<file path="config.mk">
export PLATFORM = sky130hd
export DESIGN_NAME = pipe_ctrl
export DESIGN_NICKNAME = d
export VERILOG_FILES = /design/src/rtl/pipe_ctrl.sv
export SDC_FILE = /design/constraint.sdc
export NUM_CORES = 1
export LEC_CHECK = 0
export ABC_AREA = 0
export BUFFER_PORTS_ARGS = -buffer_cell sky130_fd_sc_hd__buf_2
export CORE_MARGIN = 2
export CORE_UTILIZATION = 38
export DETAILED_ROUTE_END_ITERATION = 16
export HOLD_SLACK_MARGIN = 0.12
export PLACE_DENSITY_LB_ADDON = 0.12
export SYNTH_ARGS = -nofsm -noshare
export SYNTH_HDL_FRONTEND = slang
export SYNTH_SLANG_ARGS = --single-unit
export TNS_END_PERCENT = 30
</file>
<file path="constraint.sdc">
create_clock -name clk -period 2.2 [get_ports clk]
set_clock_uncertainty 0.05 [all_clocks]
set_input_delay 0.44 -clock clk [delete_from_list [all_inputs] [get_ports clk]]
set_output_delay 0.44 -clock clk [all_outputs]
set_load 0.005 [all_outputs]
</file>
<file path="src/rtl/pipe_ctrl.sv">
`default_nettype none
// ============================================================================
//  Module      : pipe_ctrl
//  Description : Hazard and run-state controller for the five-stage Y86-64
//                pipeline. Produces per-stage stall/bubble controls and the
//                condition-code write enable, sequences FLUSH/RUN/DRAIN/
//                HALTED/WDOG, and guards against runaway fetch stalls.
//                Optional performance counters: define PIPE_PERF_CNT_EN.
//  Revision    : 1.0 - initial release
// ============================================================================
module pipe_ctrl #(
    parameter int FLUSH_CYCLES = 4,
    parameter int STALL_LIMIT  = 16,
    parameter int CNT_W        = 32
) (
    input  logic             clk,
    input  logic             rst_n,
    input  logic [3:0]       D_icode,
    input  logic [3:0]       E_icode,
    input  logic [3:0]       M_icode,
    input  logic [3:0]       d_srcA,
    input  logic [3:0]       d_srcB,
    input  logic [3:0]       E_dstM,
    input  logic             e_Cnd,
    input  logic [2:0]       m_stat,
    input  logic [2:0]       W_stat,
    output logic             F_stall,
    output logic             D_stall,
    output logic             D_bubble,
    output logic             E_bubble,
    output logic             M_bubble,
    output logic             W_stall,
    output logic             set_cc,
    output logic [2:0]       ctrl_state,
    output logic             halted,
    output logic             wdog_err,
    output logic [2:0]       final_stat,
    output logic [CNT_W-1:0] cycle_cnt,
    output logic [CNT_W-1:0] retired_cnt,
    output logic [CNT_W-1:0] lu_cnt,
    output logic [CNT_W-1:0] misp_cnt,
    output logic [CNT_W-1:0] ret_cnt
);

    localparam logic [2:0] c_ST_FLUSH  = 3'd0;
    localparam logic [2:0] c_ST_RUN    = 3'd1;
    localparam logic [2:0] c_ST_DRAIN  = 3'd2;
    localparam logic [2:0] c_ST_HALTED = 3'd3;
    localparam logic [2:0] c_ST_WDOG   = 3'd4;

    localparam logic [2:0] c_SAOK = 3'd1;
    localparam logic [2:0] c_SHLT = 3'd2;
    localparam logic [2:0] c_SADR = 3'd3;
    localparam logic [2:0] c_SINS = 3'd4;

    localparam logic [3:0] c_I_MRMOVQ = 4'h5;
    localparam logic [3:0] c_I_OPQ    = 4'h6;
    localparam logic [3:0] c_I_JXX    = 4'h7;
    localparam logic [3:0] c_I_RET    = 4'h9;
    localparam logic [3:0] c_I_POPQ   = 4'hB;
    localparam logic [3:0] c_R_NONE   = 4'hF;

    localparam int c_FW = $clog2(FLUSH_CYCLES + 1);
    localparam int c_WW = $clog2(STALL_LIMIT + 1);

    logic [2:0]      r_state;
    logic [2:0]      w_nextState;
    logic [2:0]      w_curState;
    logic [c_FW-1:0] r_flushCnt;
    logic [c_WW-1:0] r_wdogCnt;
    logic [2:0]      r_finalStat;

    logic w_lu, w_ret, w_misp, w_mExc, w_wExc, w_runFStall, w_wdogTrip;

    assign w_lu   = ((E_icode == c_I_MRMOVQ) || (E_icode == c_I_POPQ)) && (E_dstM != c_R_NONE)
                    && ((E_dstM == d_srcA) || (E_dstM == d_srcB));
    assign w_ret  = (D_icode == c_I_RET) || (E_icode == c_I_RET) || (M_icode == c_I_RET);
    assign w_misp = (E_icode == c_I_JXX) && !e_Cnd;
    assign w_mExc = (m_stat == c_SHLT) || (m_stat == c_SADR) || (m_stat == c_SINS);
    assign w_wExc = (W_stat == c_SHLT) || (W_stat == c_SADR) || (W_stat == c_SINS);

    assign w_runFStall = w_lu || w_ret;
    // Trip on the stalled cycle that would bring the run of stalls to STALL_LIMIT.
    assign w_wdogTrip  = w_runFStall && (r_wdogCnt == c_WW'(STALL_LIMIT - 1));

    // While reset is asserted the controls behave as FLUSH regardless of the stored state.
    assign w_curState = rst_n ? r_state : c_ST_FLUSH;

    // Pipeline controls from the effective state and next-state selection.
    always_comb begin
        F_stall     = 1'b0;
        D_stall     = 1'b0;
        D_bubble    = 1'b0;
        E_bubble    = 1'b0;
        M_bubble    = 1'b0;
        W_stall     = 1'b0;
        set_cc      = 1'b0;
        w_nextState = r_state;
        case (w_curState)
            c_ST_RUN: begin
                F_stall  = w_runFStall;
                D_stall  = w_lu;
                D_bubble = w_misp || (w_ret && !w_lu);
                E_bubble = w_misp || w_lu;
                M_bubble = w_mExc || w_wExc;
                W_stall  = w_wExc;
                set_cc   = (E_icode == c_I_OPQ) && !w_mExc && !w_wExc;
            end
            c_ST_DRAIN: begin
                F_stall  = 1'b1;
                D_bubble = 1'b1;
                E_bubble = 1'b1;
                M_bubble = 1'b1;
                W_stall  = w_wExc;
            end
            c_ST_HALTED, c_ST_WDOG: begin
                F_stall  = 1'b1;
                D_bubble = 1'b1;
                E_bubble = 1'b1;
                M_bubble = 1'b1;
                W_stall  = 1'b1;
            end
            default: begin
                F_stall  = 1'b1;
                D_bubble = 1'b1;
                E_bubble = 1'b1;
                M_bubble = 1'b1;
            end
        endcase
        case (r_state)
            c_ST_FLUSH: if (r_flushCnt == c_FW'(FLUSH_CYCLES - 1)) w_nextState = c_ST_RUN;
            c_ST_RUN: begin
                if (w_wExc)          w_nextState = c_ST_HALTED;
                else if (w_mExc)     w_nextState = c_ST_DRAIN;
                else if (w_wdogTrip) w_nextState = c_ST_WDOG;
            end
            c_ST_DRAIN: if (w_wExc) w_nextState = c_ST_HALTED;
            default: w_nextState = r_state;
        endcase
    end

    // State, flush/watchdog counters and the latched processor status.
    always_ff @(posedge clk) begin
        if (!rst_n) begin
            r_state     <= c_ST_FLUSH;
            r_flushCnt  <= '0;
            r_wdogCnt   <= '0;
            r_finalStat <= c_SAOK;
        end else begin
            r_state    <= w_nextState;
            r_flushCnt <= (r_state == c_ST_FLUSH) ? r_flushCnt + c_FW'(1) : '0;
            r_wdogCnt  <= ((r_state == c_ST_RUN) && w_runFStall && !w_wdogTrip)
                          ? r_wdogCnt + c_WW'(1) : '0;
            if ((r_state != c_ST_HALTED) && (w_nextState == c_ST_HALTED))
                r_finalStat <= W_stat;
            else if ((r_state != c_ST_WDOG) && (w_nextState == c_ST_WDOG))
                r_finalStat <= c_SINS;
        end
    end

    assign ctrl_state = w_curState;
    assign halted     = (w_curState == c_ST_HALTED) || (w_curState == c_ST_WDOG);
    assign wdog_err   = (w_curState == c_ST_WDOG);
    assign final_stat = rst_n ? r_finalStat : c_SAOK;

`ifdef PIPE_PERF_CNT_EN
    logic [CNT_W-1:0] r_cycleCnt, r_retiredCnt, r_luCnt, r_mispCnt, r_retCnt;
    logic             w_inRun, w_active;

    assign w_inRun  = (r_state == c_ST_RUN);
    assign w_active = w_inRun || (r_state == c_ST_DRAIN);

    // Saturating event counters; each sticks at all-ones.
    always_ff @(posedge clk) begin
        if (!rst_n) begin
            r_cycleCnt   <= '0;
            r_retiredCnt <= '0;
            r_luCnt      <= '0;
            r_mispCnt    <= '0;
            r_retCnt     <= '0;
        end else begin
            if (w_active && (r_cycleCnt != '1))
                r_cycleCnt <= r_cycleCnt + CNT_W'(1);
            if (w_active && (W_stat == c_SAOK) && (r_retiredCnt != '1))
                r_retiredCnt <= r_retiredCnt + CNT_W'(1);
            if (w_inRun && w_lu && (r_luCnt != '1))
                r_luCnt <= r_luCnt + CNT_W'(1);
            if (w_inRun && w_misp && (r_mispCnt != '1))
                r_mispCnt <= r_mispCnt + CNT_W'(1);
            if (w_inRun && w_ret && !w_lu && (r_retCnt != '1))
                r_retCnt <= r_retCnt + CNT_W'(1);
        end
    end

    assign cycle_cnt   = r_cycleCnt;
    assign retired_cnt = r_retiredCnt;
    assign lu_cnt      = r_luCnt;
    assign misp_cnt    = r_mispCnt;
    assign ret_cnt     = r_retCnt;
`else
    assign cycle_cnt   = '0;
    assign retired_cnt = '0;
    assign lu_cnt      = '0;
    assign misp_cnt    = '0;
    assign ret_cnt     = '0;
`endif

endmodule
`default_nettype wire

</file>
==> run summary, run 1 <==
The detailed router finished its first iteration with 23 violations. The first global-routing pass estimated 4.73 mm of wire. The routed layout has 1400 vias. Part of the cycle the worst path needs: 0.965. After floorplanning, the core was sized to cover 0.00557 mm². The design draws 802 µW. Mean number of vias per cell: 3.47. Global routing usage summed across all routing layers: 0.0929.

The endpoint identified for the worst register-to-register timing path is r_state[0]$_SDFF_PN0_. Including well taps, the total number of placed cells is 400. For the worst setup path, the data arrival time is 1630 ps. The worst setup path is captured at an output port. In the final timing run, aggregate negative setup slack is 0 ps.

After synthesis the netlist holds a flip-flop and latch count of 14. The clock slew at the register clock pins of the worst setup and hold paths came out at 50 ps. The count of pins over their slew limit was 0; the total wire length was 3.42 mm. The detail route stage leaves a number of antenna-violating nets equal to 0.

The number of different library cells used by synthesis comes to 41. After the last flow step, the layout net total stands at 370. The count of pins on the block boundary is 208, and the async set or reset register ratio after synthesis is 0. The post-cts hold buffer count was 0; the maximum resistive drop on vdd was 0.000249 V.

The synthesized design contains 0 enable-type register cells. The fraction of post-synthesis cell area in the top cell type by area came out at 0.547. Minimum period implied by the final worst setup slack: 2120 ps.

The die outline height was 80.2 µm. The startpoint identified for the worst hold timing path is r_flushCnt[0]$_SDFF_PN0_. In this run the register-to-register setup slack is 640 ps. The area of the mapped netlist was 0.00221 mm²; the clock sink total was 14.

Before antenna repair, the detailed router went through 3 iterations. The logic depth of the worst register-to-register path is 5. Port buffering added 47 buffers.

The number of warnings issued by yosys was 0; the number of placement rows was 27. The die is 80.2 µm wide. Power spread over the standard cell area amounts to 402 mW/mm². The cell class contributing the biggest share of worst-path delay was simple AND/OR/NAND/NOR gates.

For this run, the slowest stage of the critical path takes 420 ps. The average footprint of a synthesized cell was 7.89 µm². By count the netlist is led by sky130_fd_sc_hd__buf_4, sky130_fd_sc_hd__dfxtp_1, sky130_fd_sc_hd__nor2_1. The placed wire-length estimate is 3.08 mm.

DRC violation count after routing: 0. The number of clock buffers added by TritonCTS is 3. The logs give 0 for the total congestion overflow and 0.00114 µW for the leakage power figure.

The number of global-route vias before repair came out at 1074. The nature of the critical path startpoint was a flop. The number of buffers and inverters on the critical path is 1. Cell chosen for the clock root: sky130_fd_sc_hd__clkbuf_8.

The run gives 375 ps as the worst slack on hold paths. The most common cell in the synthesized netlist is sky130_fd_sc_hd__buf_4. The path category of the worst min-delay check was flop to flop. Flip-flop cell with the highest count after synthesis: sky130_fd_sc_hd__dfxtp_1. The startpoint identified for the worst register-to-register timing path is r_wdogCnt[0]$_SDFF_PN0_.

The slowest stage of the critical path is the sky130_fd_sc_hd__or3b_4 cell. The logs give 1710 ps for the data required time at the worst endpoint and 0.00644 mm² for the area of the die. The pin count of the biggest net entering global routing was 16.

The growth of design area from synthesis to finish came out at -9.69%. In the final routed layout, each cell accounts on average for 8.50 µm. The number of diodes is 0, and the pre-CTS setup slack is 147 ps. For the achievable clock frequency, the log shows 471 MHz. The critical path in this run is classified as flop to output port. Setup repair after global routing left no endpoint under its margin. TritonCTS built the clock tree. The run gives 2 as the number of buffers on the longest clock path. The run gives 0 as the setup-violating endpoint count in the final report.

The share of layout cells above drive strength 1 is 0.193. The number of standard cells after synthesis is 280, and the starting utilization of the core area is 0.396. Initial antenna violation count: 0.

The worst hold path terminates at r_flushCnt[0]$_SDFF_PN0_. The synthesized design spends more area on one cell type than any other, namely sky130_fd_sc_hd__buf_4. Share of the yosys chip area belonging to registers: 0.127. The final hold violation count came out at 0. The run finished with clean final reports. The number of max-cap violations was 0. Yosys attributes the largest share of cell area to sky130_fd_sc_hd__buf_4, sky130_fd_sc_hd__dfxtp_1, sky130_fd_sc_hd__xnor2_1.

At the end of routability-driven placement, the weighted congestion stood at 0.738. The non-filler instance count after layout was 403; the highest net fanout along the worst path was 4. The cell depth of the worst min-delay path was 1. For the clock latency reported for the late side of the worst-skew pair, the log shows 240 ps. The signal on the critical path passes through nand2b_4, or3b_4, or3_1, buf_2.

The H-tree depth is 1. The setup slack of the critical path after layout was 77.7 ps.
timing repair:
| action | CTS | global route |
|---|---|---|
| gates resized for setup | 0 | 1 |
| buffers inserted | 0 | 0 |
| endpoints found under the setup margin | 0 | 2 |
stage by stage:
| step | util | instance area, µm² |
|---|---|---|
| CTS | 0.357 | 1990 |
| floorplan | - | 2810 |
| global placement | 0.350 | 1950 |
| finish | 0.358 | 1990 |
| global route | 0.358 | 1990 |
| detailed placement | 0.350 | 1950 |
cells in the final DEF, fill, tap and decap left out, drive strengths merged, types with 4 or more instances in the layout:
cell type / instances
buf: 52
nor3: 4
nor2: 14
dfxtp: 14
nand2: 9
inv: 8
ha: 4
o21ai: 7
xnor2: 10
and2: 6
conb: 160
nor3b: 5
power breakdown:
group	switching, µW	internal [µW]	total (µW)
clock network	86.5	121	208
logic	182	116	298
registers	12.1	284	296
kinds of logic after synthesis:
family | after synthesis | share of synthesized area
buffers and inverters | 171 | 0.565
AND/OR/NAND/NOR | 58 | 0.169
AO/OA/AOI/OAI | 21 | 0.0708
flip-flops | 14 | 0.127
XOR/XNOR | 11 | 0.0436
adder cells (fa/ha/maj) | 4 | 0.0227
other | 1 | 0.00170
routing by layer:
| metal | up-vias | share of wire | GRT usage |
|---|---|---|---|
| met3 | 4 | 0.12 | 0.0281 |
| met5 | - | 0 | 0 |
| met2 | 107 | 0.49 | 0.168 |
| met1 | 606 | 0.38 | 0.107 |
| li1 | 683 | - | - |
| met4 | 0 | 0.0082 | 0.0203 |
registers in the layout, summed over array words and instances (netlist names):
| name | count |
|---|---|
| r_flushCnt | 3 |
| r_state | 3 |
| r_wdogCnt | 5 |
| r_finalStat | 3 |
worst max-delay path by stage:
stage	start	end	slack, ps	cells past startpoint
2_1_floorplan	r_state[2]$_SDFF_PN0_	F_stall	350	4
3_5_place_dp	E_icode[1]	F_stall	150	6
5_1_grt	r_state[0]$_SDFF_PN0_	F_stall	6	4
4_1_cts	r_state[2]$_SDFF_PN0_	F_stall	30	4
6_report	r_state[0]$_SDFF_PN0_	F_stall	80	4
3_3_place_gp	W_stat[1]	set_cc	170	6
cell type report:
| class | count | area (µm²) |
|---|---|---|
| Sequential cell | 14 | 280 |
| Inverter | 8 | 30.0 |
| Fill cell | 605 | 3580 |
| Tap cell | 72 | 90.1 |
| Timing Repair Buffer | 52 | 273 |
| Multi-Input combinational cell | 254 | 1280 |
| Clock buffer | 3 | 41.3 |
(Power assumes the default switching activity.)
==> run 2: changes to the inputs <==
--- a/config.mk
+++ b/config.mk
@@ -7,9 +7,9 @@
 export LEC_CHECK = 0
 export ABC_AREA = 0
 export BUFFER_PORTS_ARGS = -buffer_cell sky130_fd_sc_hd__buf_2
-export CORE_MARGIN = 2
-export CORE_UTILIZATION = 38
+export CORE_AREA = 2 2 81 83
 export DETAILED_ROUTE_END_ITERATION = 16
+export DIE_AREA = 0 0 83 85
 export HOLD_SLACK_MARGIN = 0.12
 export PLACE_DENSITY_LB_ADDON = 0.12
 export SYNTH_ARGS = -nofsm -noshare
==> constraint.sdc (replaced) <==
create_clock -name clk -period 2.5 [get_ports clk]
set_clock_uncertainty 0.05 [all_clocks]
set_input_delay 0.5 -clock clk [delete_from_list [all_inputs] [get_ports clk]]
set_output_delay 0.5 -clock clk [all_outputs]
set_load 0.005 [all_outputs]
==> run 2 against run 1 <==
Effect of this change: wire length is 0.29% lower; clock-buffer cell count is the same; clock power is 12% lower; critical path depth unchanged; via count about the same; core utilization down 3.9 points; non-clock buffer count shrank 3; combinational power decreased by 18%; cell count rose by 0.50%; cell area shrank 0.94%; global-route usage fell by 1.1 points; highest routed layer unchanged.
==> run summary, run 2 (synthesis results as in run 1) <==
The flow ran to the end, and the final reports show no timing, DRC or antenna violations. The tools report the post-CTS setup-driven buffer insertion count as 0 (unchanged). The via count of the routed design came out at 1401 (+0.071%). The tightest min-delay check is of the flop to flop type. Setup repair after global routing left no endpoint under its margin. The area of the core came out at 0.00620 mm² (+11%).

The logs give 245 µW (-13%) for the net switching power and 0 (unchanged) for the post-cts hold buffer count. The fraction of power consumed by sequential logic is 0.387 (+0.018), and the global-route wire length before repair is 4.77 mm (+0.87%). The highest net fanout along the worst path was 7 (+3).

The run gives 29 (+7.4%) as the number of placement rows. The tools report the final weighted congestion of routability-driven global placement as 0.711 (-3.7%). Endpoint class of the critical path: an output port. For the number of buffers on the longest clock path, the log shows 2 (unchanged). The part of the cycle the worst path needs is 0.964. The worst setup path is launched from a flop. Violation count after the first detailed-routing iteration: 15 (-35%).

The number of fill cells came out at 665 (+9.9%). For the final hold violation count, the log shows 0 (unchanged). The quantity of gates resized following cts is 0 (unchanged). TritonCTS built the clock tree. The tools report the total wire length as 3.41 mm (-0.29%). The run gives 0.356 (-0.0403) as the starting utilization of the core area. For the cell count after placement, the log shows 402 (+0.50%). The leakage power figure was 0.00112 µW (-1.5%). The proportion of total power due to net switching was 0.352 (+0.00217).

The die width was 83 µm (+3.4%); the setup-violating endpoint count in the final report was 0 (unchanged). The flip-flop count of the largest register after layout was 5 (unchanged). Number of global-route vias before repair: 1030 (-4.1%). The number of detailed-route iterations in the first pass was 2 (-1); the number of buffers inserted during clock tree synthesis was 3 (unchanged). Minimum period implied by the final worst setup slack: 2410 ps. The tools report the non-filler instance count after layout as 405 (+0.50%). The overall power was 697 µW (-13%). Setup slack of the critical path after layout: 90.0 ps (+12.3 ps). The power density relative to cell area was 353 mW/mm² (-12%). The pre-CTS setup slack is 299 ps (+152 ps).

The number of max-cap violations came out at 0 (unchanged). The mean number of vias per cell came out at 3.46 (-0.42%). The met3 layer wire length in the routed design was 371 µm (-6.8%); the wire length on met1 was 1.25 mm (-4.9%). The logs give 415 MHz for the achievable clock frequency and 208 (unchanged) for the count of pins on the block boundary. The number of I/O port buffers works out to 47 (unchanged).

The proportion of power drawn by the clock network was 0.264 (+0.005); the total negative slack was 0 ps (unchanged). The placed wire-length estimate is 3.05 mm (-0.78%), and the clock sink total is 14 (unchanged). Total length of routed met2 wires: 1.78 mm (+5.9%). The library cells used most frequently in the layout, excluding fill and tap cells, are sky130_fd_sc_hd__conb_1, sky130_fd_sc_hd__buf_2, sky130_fd_sc_hd__nor2_1, sky130_fd_sc_hd__dfxtp_1, sky130_fd_sc_hd__xnor2_1. The growth of design area from synthesis to finish was -10.5%; the part of the power in combinational logic was 0.350 (-0.022).

The share of layout cells above drive strength 1 was 0.183 (-0.0104). Top register by number of flip-flops: r_wdogCnt. The cell-internal power is 452 µW (-13%).

The logs give 1950 ps (+240 ps) for the data required time at the worst endpoint and 367 (-0.81%) for the post-layout net count. The most common library cell in the layout ignoring fill and taps is sky130_fd_sc_hd__conb_1. The number of diodes was 0 (unchanged); the maximum resistive drop on vdd was 0.000161 V (-36%).

The run gives 0.0818 (-0.0111) as the global routing usage summed across all routing layers. The area of the die was 0.00706 mm² (+9.6%); the H-tree depth was 1 (unchanged). The clock latency reported for the late side of the worst-skew pair was 240 ps (about the same); the clock slew at the register clock pins of the worst setup and hold paths was 60 ps (about the same). The run gives 0 (unchanged) as the total congestion overflow. The number of nets with antenna violations after detailed routing was 0 (unchanged). The kind of critical path is flop to output port. After detailed routing, no signal wire sits above met4. Average detailed-routed wire length per instance: 8.43 µm (-0.78%).

The logs give 0 (unchanged) for the count of pins over their slew limit and 0 (unchanged) for the initial antenna violation count. The tools report the cell chosen for the clock root as sky130_fd_sc_hd__clkbuf_8. The tools report the DRC violation count after routing as 0 (unchanged). The pin count of the biggest net entering global routing is 16 (unchanged).

The die outline height is 85 µm (+5.9%), and the data arrival time of the critical path is 1860 ps (+230 ps).
## run 2: area by class of cell
type,instances,area [µm²],share of cell area
inverters,8,30.0,0.0152
flip-flops and latches,14,280,0.142
clock buffers,3,41.3,0.0209
well taps,77,96.3,0.0488
repair buffers,49,250,0.127
multi-input cells,254,1280,0.647
## run 2: through the flow
step / hold slack [ps] / utilization / cell area, µm²
floorplan: 348 / - / 2810
global placement: 364 / 0.312 / 1930
detailed placement: 368 / 0.312 / 1930
CTS: 376 / 0.318 / 1980
global route: 379 / 0.318 / 1980
finish: 372 / 0.318 / 1980
## run 2: critical path, cell delays in order, from the launching register on
cell and delay (ps):
sky130_fd_sc_hd__dfxtp_1 510, sky130_fd_sc_hd__nand2b_4 100, sky130_fd_sc_hd__or3b_1 470, sky130_fd_sc_hd__or3_1 400, sky130_fd_sc_hd__buf_2 140
## run 2: worst paths after layout
| path | cells past startpoint | endpoint | start | slack [ps] |
|---|---|---|---|---|
| setup / recovery | 4 | F_stall | r_state[0]$_SDFF_PN0_ | 90 |
| hold / removal | 1 | r_flushCnt[0]$_SDFF_PN0_ | r_flushCnt[0]$_SDFF_PN0_ | 370 |
| setup reg to reg | 5 | r_finalStat[0]$_SDFFE_PN1P_ | r_state[0]$_SDFF_PN0_ | 870 |
| hold reg to reg | 1 | r_flushCnt[0]$_SDFF_PN0_ | r_flushCnt[0]$_SDFF_PN0_ | 370 |
## run 2: per-layer routing
layer	up-vias	GRT usage
met4	0	0.0209
met2	107	0.147
met1	613	0.0968
li1	679	-
met5	-	0
met3	2	0.0214
## run 2: power by group through the flow
| stage | Sequential, µW | Combinational, µW | Clock [µW] |
|---|---|---|---|
| finish | 269 | 244 | 184 |
| global route | 272 | 278 | 203 |
| CTS | 270 | 243 | 194 |
| detailed placement | 276 | 243 | 0 |
| global placement | 275 | 241 | 0 |
| floorplan | 265 | 357 | 0 |
==> run 3: changes to the inputs <==
--- a/config.mk
+++ b/config.mk
@@ -8,9 +8,11 @@
 export ABC_AREA = 0
 export BUFFER_PORTS_ARGS = -buffer_cell sky130_fd_sc_hd__buf_2
 export CORE_AREA = 2 2 81 83
+export CTS_CLUSTER_DIAMETER = 150
 export DETAILED_ROUTE_END_ITERATION = 16
 export DIE_AREA = 0 0 83 85
 export HOLD_SLACK_MARGIN = 0.12
+export MAX_ROUTING_LAYER = met4
 export PLACE_DENSITY_LB_ADDON = 0.12
 export SYNTH_ARGS = -nofsm -noshare
 export SYNTH_HDL_FRONTEND = slang
==> run 3 against run 2 <==
Effect of this change: setup slack hardly changed; cell count stayed put; critical path type unchanged; die area stayed put; core utilization stayed put; largest cell class unchanged; highest routed layer unchanged.
==> run summary, run 3 (synthesis results as in run 1) <==
The flow ran to the end, and the final reports show no timing, DRC or antenna violations. For the area of combinational cells with multiple inputs, the log shows 0.00128 mm² (unchanged). The global-route wire length before repair was 4.77 mm (+0.15%).

The tools report the global routing usage summed across all routing layers as 0.0845 (+0.00267). The highest net fanout along the worst path is 7 (unchanged), and the total congestion overflow is 0 (unchanged). STA classifies the critical path startpoint as a flop. Share of layout cells above drive strength 1: 0.183 (unchanged). The H-tree depth came out at 1 (unchanged). The sequential cell area was 280 µm² (unchanged). The number of diodes is 0 (unchanged), and the clock sink total is 14 (unchanged). The pin count of the biggest net entering global routing is 16 (unchanged). Flip-flop count of the largest register after layout: 5 (unchanged). Proportion of power drawn by the clock network: 0.265 (about the same). The top cell types in the final layout, fill and taps aside, are sky130_fd_sc_hd__conb_1, sky130_fd_sc_hd__buf_2, sky130_fd_sc_hd__nor2_1, sky130_fd_sc_hd__dfxtp_1, sky130_fd_sc_hd__xnor2_1. The tools report the number of detailed-route iterations in the first pass as 2 (unchanged).

The final non-filler cell area was 0.00198 mm² (unchanged). Ranked by flip-flop count, first place goes to r_wdogCnt. TritonCTS built the clock tree.

The logs give 367 (unchanged) for the post-layout net count and 1400 (-0.071%) for the via count of the routed design. Part of the cycle the worst path needs: 0.964 (about the same). For the post-cts hold buffer count, the log shows 0 (unchanged). Die outline height: 85 µm (unchanged). The tools report the number of buffers inserted during clock tree synthesis as 3 (unchanged). The growth of design area from synthesis to finish is -10.5% (unchanged), and the cell depth of the worst min-delay path is 1 (unchanged). The root buffer cell chosen for the clock tree is sky130_fd_sc_hd__clkbuf_8. Setup repair after global routing left no endpoint under its margin. After detailed routing, no signal wire sits above met4. The area of the core is 0.00620 mm² (unchanged), and the leakage power figure is 0.00112 µW (unchanged).

The tools report the DRC violation count after routing as 0 (unchanged). The critical path is of the flop to output port type. The quantity of gates resized following cts was 0 (unchanged); the logic depth of the worst register-to-register path was 5 (unchanged). The average detailed-routed wire length per instance is 8.44 µm (+0.12%). The most common library cell in the layout ignoring fill and taps was sky130_fd_sc_hd__conb_1. The end point of the worst hold path was r_flushCnt[0]$_SDFF_PN0_.

The endpoint identified for the worst register-to-register timing path is r_finalStat[0]$_SDFFE_PN1P_. The fraction of power consumed by sequential logic was 0.386 (about the same). The run gives 15 (unchanged) as the violation count after the first detailed-routing iteration. The logs give 0.318 (unchanged) for the final core utilization and 0 (unchanged) for the post-CTS setup-driven buffer insertion count.

The number of fill cells came out at 665 (unchanged). The logs give 299 ps (unchanged) for the pre-CTS setup slack and 2 (unchanged) for the number of buffers on the longest clock path. The cell-internal power was 452 µW (about the same). The launch point of the worst hold path was r_flushCnt[0]$_SDFF_PN0_. For the reg-to-reg setup timing slack, the log shows 870 ps (about the same). The power density relative to cell area is 353 mW/mm² (+0.10%), and the final hold violation count is 0 (unchanged). The logs give 89.8 ps (-0.192 ps) for the setup slack of the critical path after layout and 3.05 mm (unchanged) for the placed wire-length estimate. The path class of the tightest hold or removal check is flop to flop. For the total length of routed met2 wires, the log shows 1.78 mm (about the same). The number of nets with antenna violations after detailed routing is 0 (unchanged), and the net switching power is 246 µW (+0.29%). The proportion of total power due to net switching is 0.352 (+0.000648). Part of the power in combinational logic: 0.349 (about the same). The maximum resistive drop on vdd was 0.000161 V (about the same); the post-placement cell area was 0.00193 mm² (unchanged). The worst setup path is captured at an output port.

The run gives 0 ps (unchanged) as the total negative slack. The data required time at the worst endpoint was 1950 ps (about the same). Count of pins on the block boundary: 208 (unchanged).

The starting utilization of the core area was 0.356 (unchanged); the data arrival time of the critical path was 1860 ps (about the same). The mean number of vias per cell was 3.46 (about the same). Clock slew at the register clock pins of the worst setup and hold paths: 60 ps (about the same). The count of pins over their slew limit came out at 0 (unchanged). The number of max-cap violations was 0 (unchanged). The worst register-to-register path begins at r_state[0]$_SDFF_PN0_. The number of global-route vias before repair came out at 1029 (-0.097%). The wire length on met1 is 1.26 mm (+0.40%). The tools report the number of placement rows as 29 (unchanged). The minimum period implied by the final worst setup slack is 2410 ps (+0.192 ps), and the achievable clock frequency is 415 MHz (about the same). The tools report the overall power as 698 µW (+0.10%). The final weighted congestion of routability-driven global placement came out at 0.719 (+1.1%).

Total wire length: 3.42 mm (+0.12%). The area of the die was 0.00706 mm² (unchanged). The initial antenna violation count came out at 0 (unchanged). The die width is 83 µm (unchanged). Number of I/O port buffers: 47 (unchanged). The tools report the clock latency reported for the late side of the worst-skew pair as 240 ps (about the same). The met3 layer wire length in the routed design came out at 371 µm (unchanged). The setup-violating endpoint count in the final report was 0 (unchanged).
-- run 3: power by group through the flow --
stage | clock (µW) | combinational [µW] | sequential [µW]
6_report | 185 | 244 | 269
5_1_grt | 203 | 279 | 272
4_1_cts | 194 | 243 | 270
3_5_place_dp | 0 | 243 | 276
3_3_place_gp | 0 | 241 | 275
2_1_floorplan | 0 | 357 | 265
-- run 3: worst max-delay path by stage --
stage,cells past startpoint,from,to,slack [ps]
after floorplan,3,D_icode[3],F_stall,590
after global placement,6,E_icode[1],F_stall,300
final,4,r_state[0]$_SDFF_PN0_,F_stall,90
after detailed placement,6,E_icode[1],F_stall,300
after CTS,4,r_state[0]$_SDFF_PN0_,F_stall,60
after global routing,4,r_state[0]$_SDFF_PN0_,F_stall,3
-- run 3: critical path: stages, from the launching register on --
cell and delay (ps):
sky130_fd_sc_hd__dfxtp_1 510, sky130_fd_sc_hd__nand2b_4 100, sky130_fd_sc_hd__or3b_1 470, sky130_fd_sc_hd__or3_1 400, sky130_fd_sc_hd__buf_2 140
-- run 3: layout make-up --
cell class | instances | share of cell area
multi-input combinational | 254 | 0.647
sequential | 14 | 0.142
timing repair buffer | 49 | 0.127
tap | 77 | 0.0488
clock buffer | 3 | 0.0209
inverter | 8 | 0.0152
-- run 3: per-layer routing --
metal,vias to the layer above,track usage
met1,612,0.0973
met4,0,0.0209
met3,2,0.0214
met2,107,0.147
met5,-,-
li1,679,-
-- run 3: metrics by stage --
step / hold slack (ps) / std cells
6_report: 372 / 405
3_5_place_dp: 368 / 402
5_1_grt: 379 / 405
3_3_place_gp: 364 / 402
2_1_floorplan: 348 / 439
4_1_cts: 376 / 405
